$ cat src/rtl/ssp_tx_fifo_gen.sv
// Transmit FIFO with registered read port, occupancy count, sticky error flags.
// Optional watermark interrupt enabled by defining SSP_TXFIFO_WMARK_EN.
module ssp_tx_fifo_gen #(
    parameter int unsigned DATA_WIDTH = 8,
    parameter int unsigned ADDR_WIDTH = 3
) (
    input  logic                  PCLK,
    input  logic                  CLEAR,
    input  logic                  PSEL,
    input  logic                  PWRITE,
    input  logic [DATA_WIDTH-1:0] PWDATA,
    input  logic                  READ_CMD,
    output logic [DATA_WIDTH-1:0] TX_DATA,
    output logic                  TX_VALID,
    output logic                  SSPTXINTR,
    output logic                  START_SIGNAL,
    output logic [ADDR_WIDTH:0]   LEVEL,
    output logic                  OVERFLOW,
    output logic                  UNDERFLOW,
    input  logic                  ERR_CLR,
    input  logic [ADDR_WIDTH:0]   WMARK,
    output logic                  SSPTXWMINTR
);

    localparam int unsigned DEPTH = 2 ** ADDR_WIDTH;
    localparam int unsigned LW    = ADDR_WIDTH + 1;

    logic [DATA_WIDTH-1:0] mem_q [DEPTH];
    logic [ADDR_WIDTH-1:0] wr_ptr_q, wr_ptr_d;
    logic [ADDR_WIDTH-1:0] rd_ptr_q, rd_ptr_d;
    logic [LW-1:0]         level_q, level_d;
    logic [DATA_WIDTH-1:0] tx_data_q, tx_data_d;
    logic                  tx_valid_q, tx_valid_d;
    logic                  ovf_q, ovf_d;
    logic                  udf_q, udf_d;
    logic                  full_q, full_d;
    logic                  nempty_q, nempty_d;
    logic                  full, empty, wr_acc, rd_acc;

    // Accept decisions come only from registered occupancy.
    always_comb begin
        full       = (level_q == LW'(DEPTH));
        empty      = (level_q == '0);
        rd_acc     = READ_CMD & ~empty;
        wr_acc     = PSEL & PWRITE & (~full | rd_acc);
        wr_ptr_d   = wr_acc ? wr_ptr_q + ADDR_WIDTH'(1) : wr_ptr_q;
        rd_ptr_d   = rd_acc ? rd_ptr_q + ADDR_WIDTH'(1) : rd_ptr_q;
        tx_data_d  = rd_acc ? mem_q[rd_ptr_q] : tx_data_q;
        tx_valid_d = rd_acc;
        level_d    = level_q;
        case ({wr_acc, rd_acc})
            2'b10:   level_d = level_q + LW'(1);
            2'b01:   level_d = level_q - LW'(1);
            default: level_d = level_q;
        endcase
        // A fresh error outranks a same-cycle clear.
        ovf_d    = (PSEL & PWRITE & ~wr_acc) | (ovf_q & ~ERR_CLR);
        udf_d    = (READ_CMD & empty) | (udf_q & ~ERR_CLR);
        full_d   = (level_d == LW'(DEPTH));
        nempty_d = (level_d != '0);
    end

    always_ff @(posedge PCLK or posedge CLEAR) begin
        if (CLEAR) begin
            wr_ptr_q   <= '0;
            rd_ptr_q   <= '0;
            level_q    <= '0;
            tx_data_q  <= '0;
            tx_valid_q <= 1'b0;
            ovf_q      <= 1'b0;
            udf_q      <= 1'b0;
            full_q     <= 1'b0;
            nempty_q   <= 1'b0;
        end else begin
            wr_ptr_q   <= wr_ptr_d;
            rd_ptr_q   <= rd_ptr_d;
            level_q    <= level_d;
            tx_data_q  <= tx_data_d;
            tx_valid_q <= tx_valid_d;
            ovf_q      <= ovf_d;
            udf_q      <= udf_d;
            full_q     <= full_d;
            nempty_q   <= nempty_d;
        end
    end

    // Storage is not reset; cleared pointers make stale entries unreachable.
    always_ff @(posedge PCLK) begin
        if (wr_acc) begin
            mem_q[wr_ptr_q] <= PWDATA;
        end
    end

    assign TX_DATA      = tx_data_q;
    assign TX_VALID     = tx_valid_q;
    assign SSPTXINTR    = full_q;
    assign START_SIGNAL = nempty_q;
    assign LEVEL        = level_q;
    assign OVERFLOW     = ovf_q;
    assign UNDERFLOW    = udf_q;

`ifdef SSP_TXFIFO_WMARK_EN
    logic wm_q;

    always_ff @(posedge PCLK or posedge CLEAR) begin
        if (CLEAR) begin
            wm_q <= 1'b0;
        end else begin
            wm_q <= (level_d <= WMARK);
        end
    end

    assign SSPTXWMINTR = wm_q;
`else
    logic unused_wmark;
    assign unused_wmark = ^WMARK;
    assign SSPTXWMINTR  = 1'b0;
`endif

endmodule

$ cat config.mk
export PLATFORM = sky130hd
export DESIGN_NAME = ssp_tx_fifo_gen
export DESIGN_NICKNAME = d
export VERILOG_FILES = /design/src/rtl/ssp_tx_fifo_gen.sv
export SDC_FILE = /design/constraint.sdc
export NUM_CORES = 1
export LEC_CHECK = 0
export ABC_CLOCK_PERIOD_IN_PS = 3500
export BUFFER_PORTS_ARGS = -buffer_cell sky130_fd_sc_hd__buf_2
export CORE_MARGIN = 4
export CORE_UTILIZATION = 31
export CTS_BUF_LIST = sky130_fd_sc_hd__clkbuf_8
export CTS_CLUSTER_DIAMETER = 30
export CTS_CLUSTER_SIZE = 25
export DETAILED_ROUTE_END_ITERATION = 12
export GPL_TIMING_DRIVEN = 0
export SLEW_MARGIN = 20
export SYNTH_ARGS = -nofsm -noshare
export SYNTH_HDL_FRONTEND = slang
export SYNTH_SLANG_ARGS = --single-unit
$ cat constraint.sdc
create_clock -name PCLK -period 3.5 [get_ports PCLK]
set_clock_uncertainty 0.15 [all_clocks]
set_input_delay 0.35 -clock PCLK [delete_from_list [all_inputs] [get_ports PCLK]]
set_output_delay 0.35 -clock PCLK [all_outputs]
set_load 0.005 [all_outputs]
==> impl_metrics.prom, run 1 <==
# TYPE chip_impl_metric gauge
chip_impl_info{name="run_status",value="finished, violations left"} 1
chip_impl_info{name="failing_checks",value="negative hold slack"} 1
chip_impl_metric{name="final_hold_viol_count",unit=""} 3
chip_impl_info{name="dominantRegCellSynth",value="sky130_fd_sc_hd__edfxtp_1"} 1
chip_impl_metric{name="required_time_of_the_worst_setup_path",unit="ns"} 3.61
chip_impl_metric{name="insertedDiodeCount",unit=""} 0
chip_impl_metric{name="highest_achievable_clock_rate",unit="MHz"} 331.7
chip_impl_info{name="crit_path_start_kind",value="register"} 1
chip_impl_metric{name="area.growth.synth_to_final",unit="%"} 15.22
chip_impl_metric{name="clkSlewWorstSetupHoldPaths",unit="ns"} 0.10
chip_impl_metric{name="dr_total_vias",unit=""} 1842
chip_impl_metric{name="cts_num_sinks",unit=""} 87
chip_impl_metric{name="place.detailed.instances",unit=""} 385
chip_impl_info{name="root_buffer",value="sky130_fd_sc_hd__clkbuf_8"} 1
chip_impl_metric{name="cts_post_setup_buffers_inserted",unit=""} 0
chip_impl_metric{name="syn_area",unit="um^2"} 3610
chip_impl_metric{name="mappedNetlistNets",unit=""} 235
chip_impl_metric{name="wire_length_of_the_first_global_routing_pass",unit="mm"} 9.991
chip_impl_info{name="path_cells",value="nor4_2, nand2b_1, buf_4, inv_2, ha_1, buf_4, xor2_1, ha_1, a21oi_4, xnor2_1, and3b_1, nor4b_1, o21ba_1"} 1
chip_impl_metric{name="fin_setup_tns",unit="ns"} 0
chip_impl_metric{name="drt_pass1_iterations",unit=""} 4
chip_impl_metric{name="ir_drop",unit="uV"} 321.8
chip_impl_metric{name="filler_cell_count",unit=""} 1107
chip_impl_metric{name="grt_pass1_vias",unit=""} 1849
chip_impl_metric{name="antenna_violating_nets_post_route",unit=""} 0
chip_impl_metric{name="finalSetupViolCount",unit=""} 0
chip_impl_metric{name="placement.io_buffers",unit=""} 30
chip_impl_metric{name="clock_insertion_delay_worst_skew",unit="ns"} 0.36
chip_impl_metric{name="rrSetupSlack",unit="ns"} 0.49
chip_impl_metric{name="ys_seq_elements",unit=""} 87
chip_impl_metric{name="totalWireLength",unit="mm"} 6.349
chip_impl_info{name="mostFrequentLayoutCells",value="sky130_fd_sc_hd__edfxtp_1 (64), sky130_fd_sc_hd__buf_2 (32), sky130_fd_sc_hd__nand2_1 (24)"} 1
chip_impl_metric{name="cts_max_path_buffers",unit=""} 2
chip_impl_metric{name="postcts_resize_cnt",unit=""} 0
chip_impl_metric{name="syn_avg_cell_area",unit="um^2"} 17.03
chip_impl_metric{name="minimum_clock_period_after_layout",unit="ns"} 3.015
chip_impl_info{name="layout.cells.most_common",value="sky130_fd_sc_hd__edfxtp_1"} 1
chip_impl_metric{name="start_util",unit="%"} 31.61
chip_impl_metric{name="dieHeight",unit="um"} 115.9
chip_impl_metric{name="floorplan.die.width",unit="um"} 115.9
chip_impl_metric{name="number_of_unique_standard_cell_types_used_by_synthesis",unit=""} 37
chip_impl_info{name="clock_tree_from_tritoncts",value="built"} 1
chip_impl_metric{name="timing.critical_path.arrival",unit="ns"} 3.12
chip_impl_metric{name="synth_edf_count",unit=""} 64
chip_impl_metric{name="total_number_of_placement_rows",unit=""} 39
chip_impl_metric{name="htreeDepth",unit=""} 3
chip_impl_info{name="slowest_stage",value="sky130_fd_sc_hd__dfrtp_1"} 1
chip_impl_metric{name="r2r.worst_path.cells",unit=""} 13
chip_impl_metric{name="synth_async_sr_flop_share",unit="%"} 26.44
chip_impl_metric{name="drt_first_iter_violations",unit=""} 127
chip_impl_metric{name="via_per_inst",unit=""} 4.594
chip_impl_metric{name="instances_no_fill",unit=""} 401
chip_impl_metric{name="pin_count_of_the_biggest_net_entering_global_routing",unit=""} 24
chip_impl_metric{name="relSlewSlack",unit="%"} 37.10
chip_impl_metric{name="post-dp-hpwl",unit="mm"} 4.227
chip_impl_metric{name="routedWlPerCell",unit="um"} 15.83
chip_impl_metric{name="synth_warnings",unit=""} 0
chip_impl_metric{name="drc",unit=""} 0
chip_impl_metric{name="final_core_util",unit="%"} 36.42
chip_impl_info{name="worst_setup_path_end_kind",value="register"} 1
chip_impl_metric{name="final_layout_size_suffix_gt1_share",unit="%"} 28.29
chip_impl_metric{name="cts_hold_buffers",unit=""} 0
chip_impl_metric{name="gp_congestion",unit=""} 0.7080
chip_impl_metric{name="sum_of_overflow_across_all_layers_after_global_routing",unit=""} 0
chip_impl_metric{name="timing.critical_path.fanout_max",unit=""} 10
chip_impl_metric{name="fin_nets",unit=""} 276
chip_impl_metric{name="tightest_slew",unit="ns"} 0.9400
chip_impl_metric{name="cts_inserted_buffers",unit=""} 9
chip_impl_metric{name="grt_antenna_before_repair",unit=""} 1
chip_impl_metric{name="total_leakage_power",unit="nW"} 1.550
chip_impl_info{name="critical_path_class",value="reg2reg"} 1
chip_impl_info{name="timing.critical_path.to",value="START_SIGNAL"} 1
chip_impl_metric{name="critical_path.max_stage_delay",unit="ns"} 0.50
chip_impl_metric{name="num_io_pins",unit=""} 36
chip_impl_metric{name="max-cap-violations",unit=""} 0
chip_impl_metric{name="design.die.area",unit="um^2"} 13440
chip_impl_info{name="worst_flop_to_flop_path_startpoint",value="LEVEL[0]"} 1
chip_impl_metric{name="syn_inst",unit=""} 212
chip_impl_info{name="grt_setup_unrepaired",value="no"} 1
chip_impl_metric{name="power_density",unit="nW/um^2"} 751.8
chip_impl_metric{name="hold-worst-slack",unit="ns"} -0.002235
chip_impl_metric{name="synth-seq-area-share",unit="%"} 69.19
chip_impl_metric{name="core_region_area",unit="um^2"} 11420
chip_impl_info{name="worst_r2r_endpoint",value="START_SIGNAL"} 1
chip_impl_metric{name="finalMaxSlewViolations",unit=""} 0
chip_impl_info{name="setup.worst_path.start",value="LEVEL[0]"} 1
chip_impl_metric{name="final_min_period_over_clock_period",unit="%"} 86.14
chip_impl_metric{name="global_route.usage.total",unit="%"} 10.26
chip_impl_info{name="hold_class",value="in2async"} 1
==> where the power goes <==
| part | internal [mW] | total (mW) | switching, mW |
|---|---|---|---|
| sequential | 1.28 | 1.38 | 0.102 |
| combinational | 0.514 | 1.01 | 0.498 |
| clock | 0.347 | 0.733 | 0.386 |
| total | 2.14 | 3.13 | 0.986 |
==> per-layer routing <==
layer	vias up	global-route usage [%]	wire [um]
met2	40	15.27	2907
met5	-	0	7
met3	8	3.290	353
met1	919	13.84	2989
met4	2	4.408	91
li1	873	-	-
==> registers in the layout, indices dropped and copies added (netlist names) <==
name / flops
TX_DATA: 8
UNDERFLOW: 1
TX_VALID: 1
START_SIGNAL: 1
wr_ptr_q: 3
OVERFLOW: 1
rd_ptr_q: 3
SSPTXINTR: 1
mem_q: 64
LEVEL: 4
==> kinds of logic (layout without fill, tap and decap cells) <==
group,Yosys count,after routing,synth area share [%]
muxes,25,25,13.24
xor gates and xnor gates,10,10,2.635
other,1,1,0.1039
buffers and inverters,20,66,3.778
adders and majority gates,5,5,1.733
DFF,87,87,69.19
AOI/OAI and AO/OA,17,17,3.120
and+or+nand+nor,47,47,6.205
==> worst max-delay path: cells and delay by family, from the launching register on <==
family                     cells  cell delay, ns
DFF                            1            0.50
xor gates and xnor gates       2            0.26
buffers and inverters          3            0.42
adders and majority gates      2            0.38
AOI/OAI and AO/OA              2            0.32
and+or+nand+nor                4            0.87
==> cell type report <==
type	instances	area (um^2)	area share [%]
timing repair buffer	30	150.1	3.610
buffer	12	106.4	2.557
inverter	8	30.03	0.7220
sequential	87	2497	60.05
clock inverter	7	86.33	2.076
multi-input combinational	105	985.9	23.71
tap	143	178.9	4.302
clock buffer	9	123.9	2.978
==> stage by stage <==
| stage | instance area (um^2) | total power [mW] | setup slack [ns] |
|---|---|---|---|
| floorplan | 3610 | 2.141 | 0.6895 |
| global placement | 3939 | 2.409 | 0.5141 |
| detailed placement | 3949 | 2.441 | 0.4778 |
| CTS | 4159 | 3.168 | 0.4671 |
| global route | 4159 | 3.330 | 0.2047 |
| finish | 4159 | 3.127 | 0.4850 |
==> synthesized netlist by cell type (3+ instances only) <==
master	count	area, um^2
sky130_fd_sc_hd__edfxtp_1	64	1922
sky130_fd_sc_hd__nand2_1	24	90.09
sky130_fd_sc_hd__dfrtp_1	23	575.6
sky130_fd_sc_hd__mux4_2	9	202.7
sky130_fd_sc_hd__mux2i_1	8	80.08
sky130_fd_sc_hd__o21ai_1	8	40.04
sky130_fd_sc_hd__xnor2_1	8	70.07
sky130_fd_sc_hd__inv_1	7	26.28
sky130_fd_sc_hd__mux4_1	7	183.9
sky130_fd_sc_hd__nor2_1	7	26.28
sky130_fd_sc_hd__ha_1	5	62.56
sky130_fd_sc_hd__nand2b_1	5	31.28
sky130_fd_sc_hd__nor3_1	5	25.02
sky130_fd_sc_hd__buf_6	4	45.04
sky130_fd_sc_hd__buf_4	3	22.52
==> worst min path at each step <==
stage | start | end | slack [ns] | cells past startpoint
floorplan | CLEAR | LEVEL[0] | 0.20 | 1
global route | ERR_CLR | OVERFLOW | 0.02 | 2
global placement | TX_DATA[7] | TX_DATA[7] | 0.32 | 2
CTS | ERR_CLR | OVERFLOW | 0.02 | 2
detailed placement | TX_DATA[2] | TX_DATA[2] | 0.32 | 2
finish | CLEAR | START_SIGNAL | -0.002 | 2
Power figures use the tool's default switching activity.
==> run 2: changes to the inputs <==
HOLD_SLACK_MARGIN = 0.05   (was not set)
RECOVER_POWER = 100   (was not set)
==> impl_metrics.prom, run 2 (same netlist as run 1, synthesis figures left out) <==
# TYPE chip_impl_metric gauge
chip_impl_info{name="run_status",value="finished clean"} 1
chip_impl_metric{name="placement.io_buffers",unit=""} 30
chip_impl_info{name="layout.cells.most_common",value="sky130_fd_sc_hd__edfxtp_1"} 1
chip_impl_metric{name="fin_nets",unit=""} 278
chip_impl_metric{name="total_number_of_placement_rows",unit=""} 39
chip_impl_metric{name="dieHeight",unit="um"} 115.9
chip_impl_metric{name="register_area",unit="um^2"} 2497
chip_impl_metric{name="post-dp-hpwl",unit="mm"} 4.227
chip_impl_info{name="top_layer",value="met4"} 1
chip_impl_metric{name="ir_drop",unit="uV"} 319.7
chip_impl_metric{name="num_io_pins",unit=""} 36
chip_impl_metric{name="design.die.area",unit="um^2"} 13440
chip_impl_metric{name="final_core_util",unit="%"} 36.20
chip_impl_metric{name="insertedDiodeCount",unit=""} 0
chip_impl_metric{name="clkSlewWorstSetupHoldPaths",unit="ns"} 0.10
chip_impl_metric{name="drc",unit=""} 0
chip_impl_info{name="critical_path_class",value="reg2reg"} 1
chip_impl_metric{name="max-cap-violations",unit=""} 0
chip_impl_metric{name="via_per_inst",unit=""} 4.576
chip_impl_metric{name="met2RoutedLength",unit="mm"} 2.883
chip_impl_metric{name="detailroute.wirelength.met3",unit="um"} 336
chip_impl_metric{name="final_hold_viol_count",unit=""} 0
chip_impl_metric{name="final_layout_size_suffix_gt1_share",unit="%"} 20.00
chip_impl_metric{name="start_util",unit="%"} 31.61
chip_impl_metric{name="m1WireLength",unit="mm"} 3.033
chip_impl_metric{name="final_min_period_over_clock_period",unit="%"} 86.91
chip_impl_metric{name="sum_of_overflow_across_all_layers_after_global_routing",unit=""} 0
chip_impl_info{name="hold_class",value="in2reg"} 1
chip_impl_metric{name="pin_count_of_the_biggest_net_entering_global_routing",unit=""} 24
chip_impl_metric{name="place_area",unit="um^2"} 3949
chip_impl_metric{name="cts_max_path_buffers",unit=""} 2
chip_impl_metric{name="floorplan.die.width",unit="um"} 115.9
chip_impl_metric{name="global_route.usage.total",unit="%"} 10.26
chip_impl_info{name="crit_path_start_kind",value="register"} 1
chip_impl_metric{name="timing.critical_path.fanout_max",unit=""} 10
chip_impl_metric{name="drt_pass1_iterations",unit=""} 5
chip_impl_metric{name="area.growth.synth_to_final",unit="%"} 14.52
chip_impl_metric{name="cts_inserted_buffers",unit=""} 9
chip_impl_metric{name="cts_num_sinks",unit=""} 87
chip_impl_metric{name="minimum_clock_period_after_layout",unit="ns"} 3.042
chip_impl_metric{name="antenna_violating_nets_post_route",unit=""} 0
chip_impl_metric{name="drt_first_iter_violations",unit=""} 115
chip_impl_metric{name="timing.critical_path.arrival",unit="ns"} 3.14
chip_impl_metric{name="finalSetupViolCount",unit=""} 0
chip_impl_info{name="mostFrequentLayoutCells",value="sky130_fd_sc_hd__edfxtp_1 (64), sky130_fd_sc_hd__nand2_1 (24), sky130_fd_sc_hd__dfrtp_1 (23)"} 1
chip_impl_info{name="root_buffer",value="sky130_fd_sc_hd__clkbuf_8"} 1
chip_impl_metric{name="highest_achievable_clock_rate",unit="MHz"} 328.7
chip_impl_metric{name="total_leakage_power",unit="nW"} 1.499
chip_impl_metric{name="instances_no_fill",unit=""} 403
chip_impl_metric{name="required_time_of_the_worst_setup_path",unit="ns"} 3.60
chip_impl_metric{name="core_region_area",unit="um^2"} 11420
chip_impl_metric{name="non_filler_cell_area_final",unit="um^2"} 4134
chip_impl_metric{name="multi_input_area",unit="um^2"} 969.7
chip_impl_metric{name="dr_total_vias",unit=""} 1844
chip_impl_metric{name="grt_antenna_before_repair",unit=""} 0
chip_impl_info{name="clock_tree_from_tritoncts",value="built"} 1
chip_impl_metric{name="wire_length_of_the_first_global_routing_pass",unit="mm"} 9.991
chip_impl_metric{name="htreeDepth",unit=""} 3
chip_impl_metric{name="totalWireLength",unit="mm"} 6.369
chip_impl_metric{name="relSlewSlack",unit="%"} 2.096
chip_impl_metric{name="filler_cell_count",unit=""} 1112
chip_impl_info{name="worst_setup_path_end_kind",value="register"} 1
chip_impl_info{name="grt_setup_unrepaired",value="no"} 1
chip_impl_metric{name="flip_flop_count_of_the_largest_register_all_copies_and_words_added",unit=""} 64
chip_impl_metric{name="gp_congestion",unit=""} 0.7080
chip_impl_metric{name="fin_setup_tns",unit="ns"} 0
chip_impl_metric{name="place.detailed.instances",unit=""} 385
chip_impl_metric{name="tightest_slew",unit="ns"} 1.457
chip_impl_metric{name="power_density",unit="nW/um^2"} 747.5
chip_impl_metric{name="clock_insertion_delay_worst_skew",unit="ns"} 0.36
chip_impl_metric{name="grt_pass1_vias",unit=""} 1849
chip_impl_metric{name="finalMaxSlewViolations",unit=""} 0
chip_impl_info{name="regMostFlops",value="mem_q"} 1
chip_impl_metric{name="routedWlPerCell",unit="um"} 15.80
[run 2: cell types whose count changed in the layout (fill, tap and decap cells not counted)]
cell | previous run | this run
sky130_fd_sc_hd__buf_2 | 32 | 15
sky130_fd_sc_hd__clkbuf_1 | 1 | 18
sky130_fd_sc_hd__o21ai_0 | 1 | 9
sky130_fd_sc_hd__o21ai_1 | 8 | 0
sky130_fd_sc_hd__dlygate4sd3_1 | 0 | 2
sky130_fd_sc_hd__nor3_1 | 3 | 5
sky130_fd_sc_hd__nor3_2 | 2 | 0
sky130_fd_sc_hd__buf_1 | 0 | 1
sky130_fd_sc_hd__buf_6 | 4 | 3
sky130_fd_sc_hd__nor4_1 | 0 | 1
sky130_fd_sc_hd__nor4_2 | 1 | 0
[run 2: critical path, cell delays in order, from the launching register on]
cell and delay, ns:
sky130_fd_sc_hd__dfrtp_1 0.49, sky130_fd_sc_hd__nor4_1 0.37, sky130_fd_sc_hd__nand2b_1 0.15, sky130_fd_sc_hd__buf_4 0.17, sky130_fd_sc_hd__inv_2 0.08, sky130_fd_sc_hd__ha_1 0.17, sky130_fd_sc_hd__buf_4 0.16, sky130_fd_sc_hd__xor2_1 0.14
sky130_fd_sc_hd__ha_1 0.20, sky130_fd_sc_hd__a21oi_4 0.14, sky130_fd_sc_hd__xnor2_1 0.12, sky130_fd_sc_hd__and3b_1 0.20, sky130_fd_sc_hd__nor4b_1 0.21, sky130_fd_sc_hd__o21ba_1 0.18
[run 2: metrics by stage]
step           worst slack [ns]  hold WS (ns)  total power, mW
3_5_place_dp             0.4778        0.3237            2.441
2_1_floorplan            0.6895        0.2019            2.141
6_report                 0.4581       0.07113            3.090
3_3_place_gp             0.5141        0.3195            2.409
4_1_cts                  0.4671       0.06346            3.169
5_1_grt                  0.1580       0.08881            3.297
[run 2: area by class of cell]
cell class	count	area share [%]
plain buffers	12	2.391
clock buffers	9	2.996
clock inverters	7	2.088
inverters	8	0.7264
multi-input cells	105	23.46
flip-flops and latches	87	60.41
well taps	143	4.328
repair buffers	32	3.602
[run 2: routing by layer]
metal / track usage, % / up-vias
met3: 3.290 / 9
met5: 0 / -
met1: 13.84 / 915
met2: 15.27 / 41
li1: - / 879
met4: 4.408 / 0
[run 2: what timing repair did]
item	CTS	global route
buffers inserted	0	0
hold endpoints to repair	25	0
resized for setup	0	0
hold buffers	2	0
[run 2: path summary, 6_finish.rpt]
kind | startpoint | end | slack (ns) | cells after the start
worst min-delay path | READ_CMD | UNDERFLOW | 0.07 | 3
max in group asynchronous | CLEAR | LEVEL[0] | 2.11 | 3
min in group asynchronous | CLEAR | rd_ptr_q[2] | 0.55 | 3
worst max-delay path | LEVEL[0] | START_SIGNAL | 0.46 | 13
worst max register to register | LEVEL[0] | START_SIGNAL | 0.46 | 13
worst min register to register | TX_DATA[7] | TX_DATA[7] | 0.33 | 2
[run 2: where the power goes]
group | internal (mW) | total (mW) | switching [mW]
clock | 0.347 | 0.731 | 0.383
sequential | 1.28 | 1.38 | 0.0991
combinational | 0.493 | 0.980 | 0.487
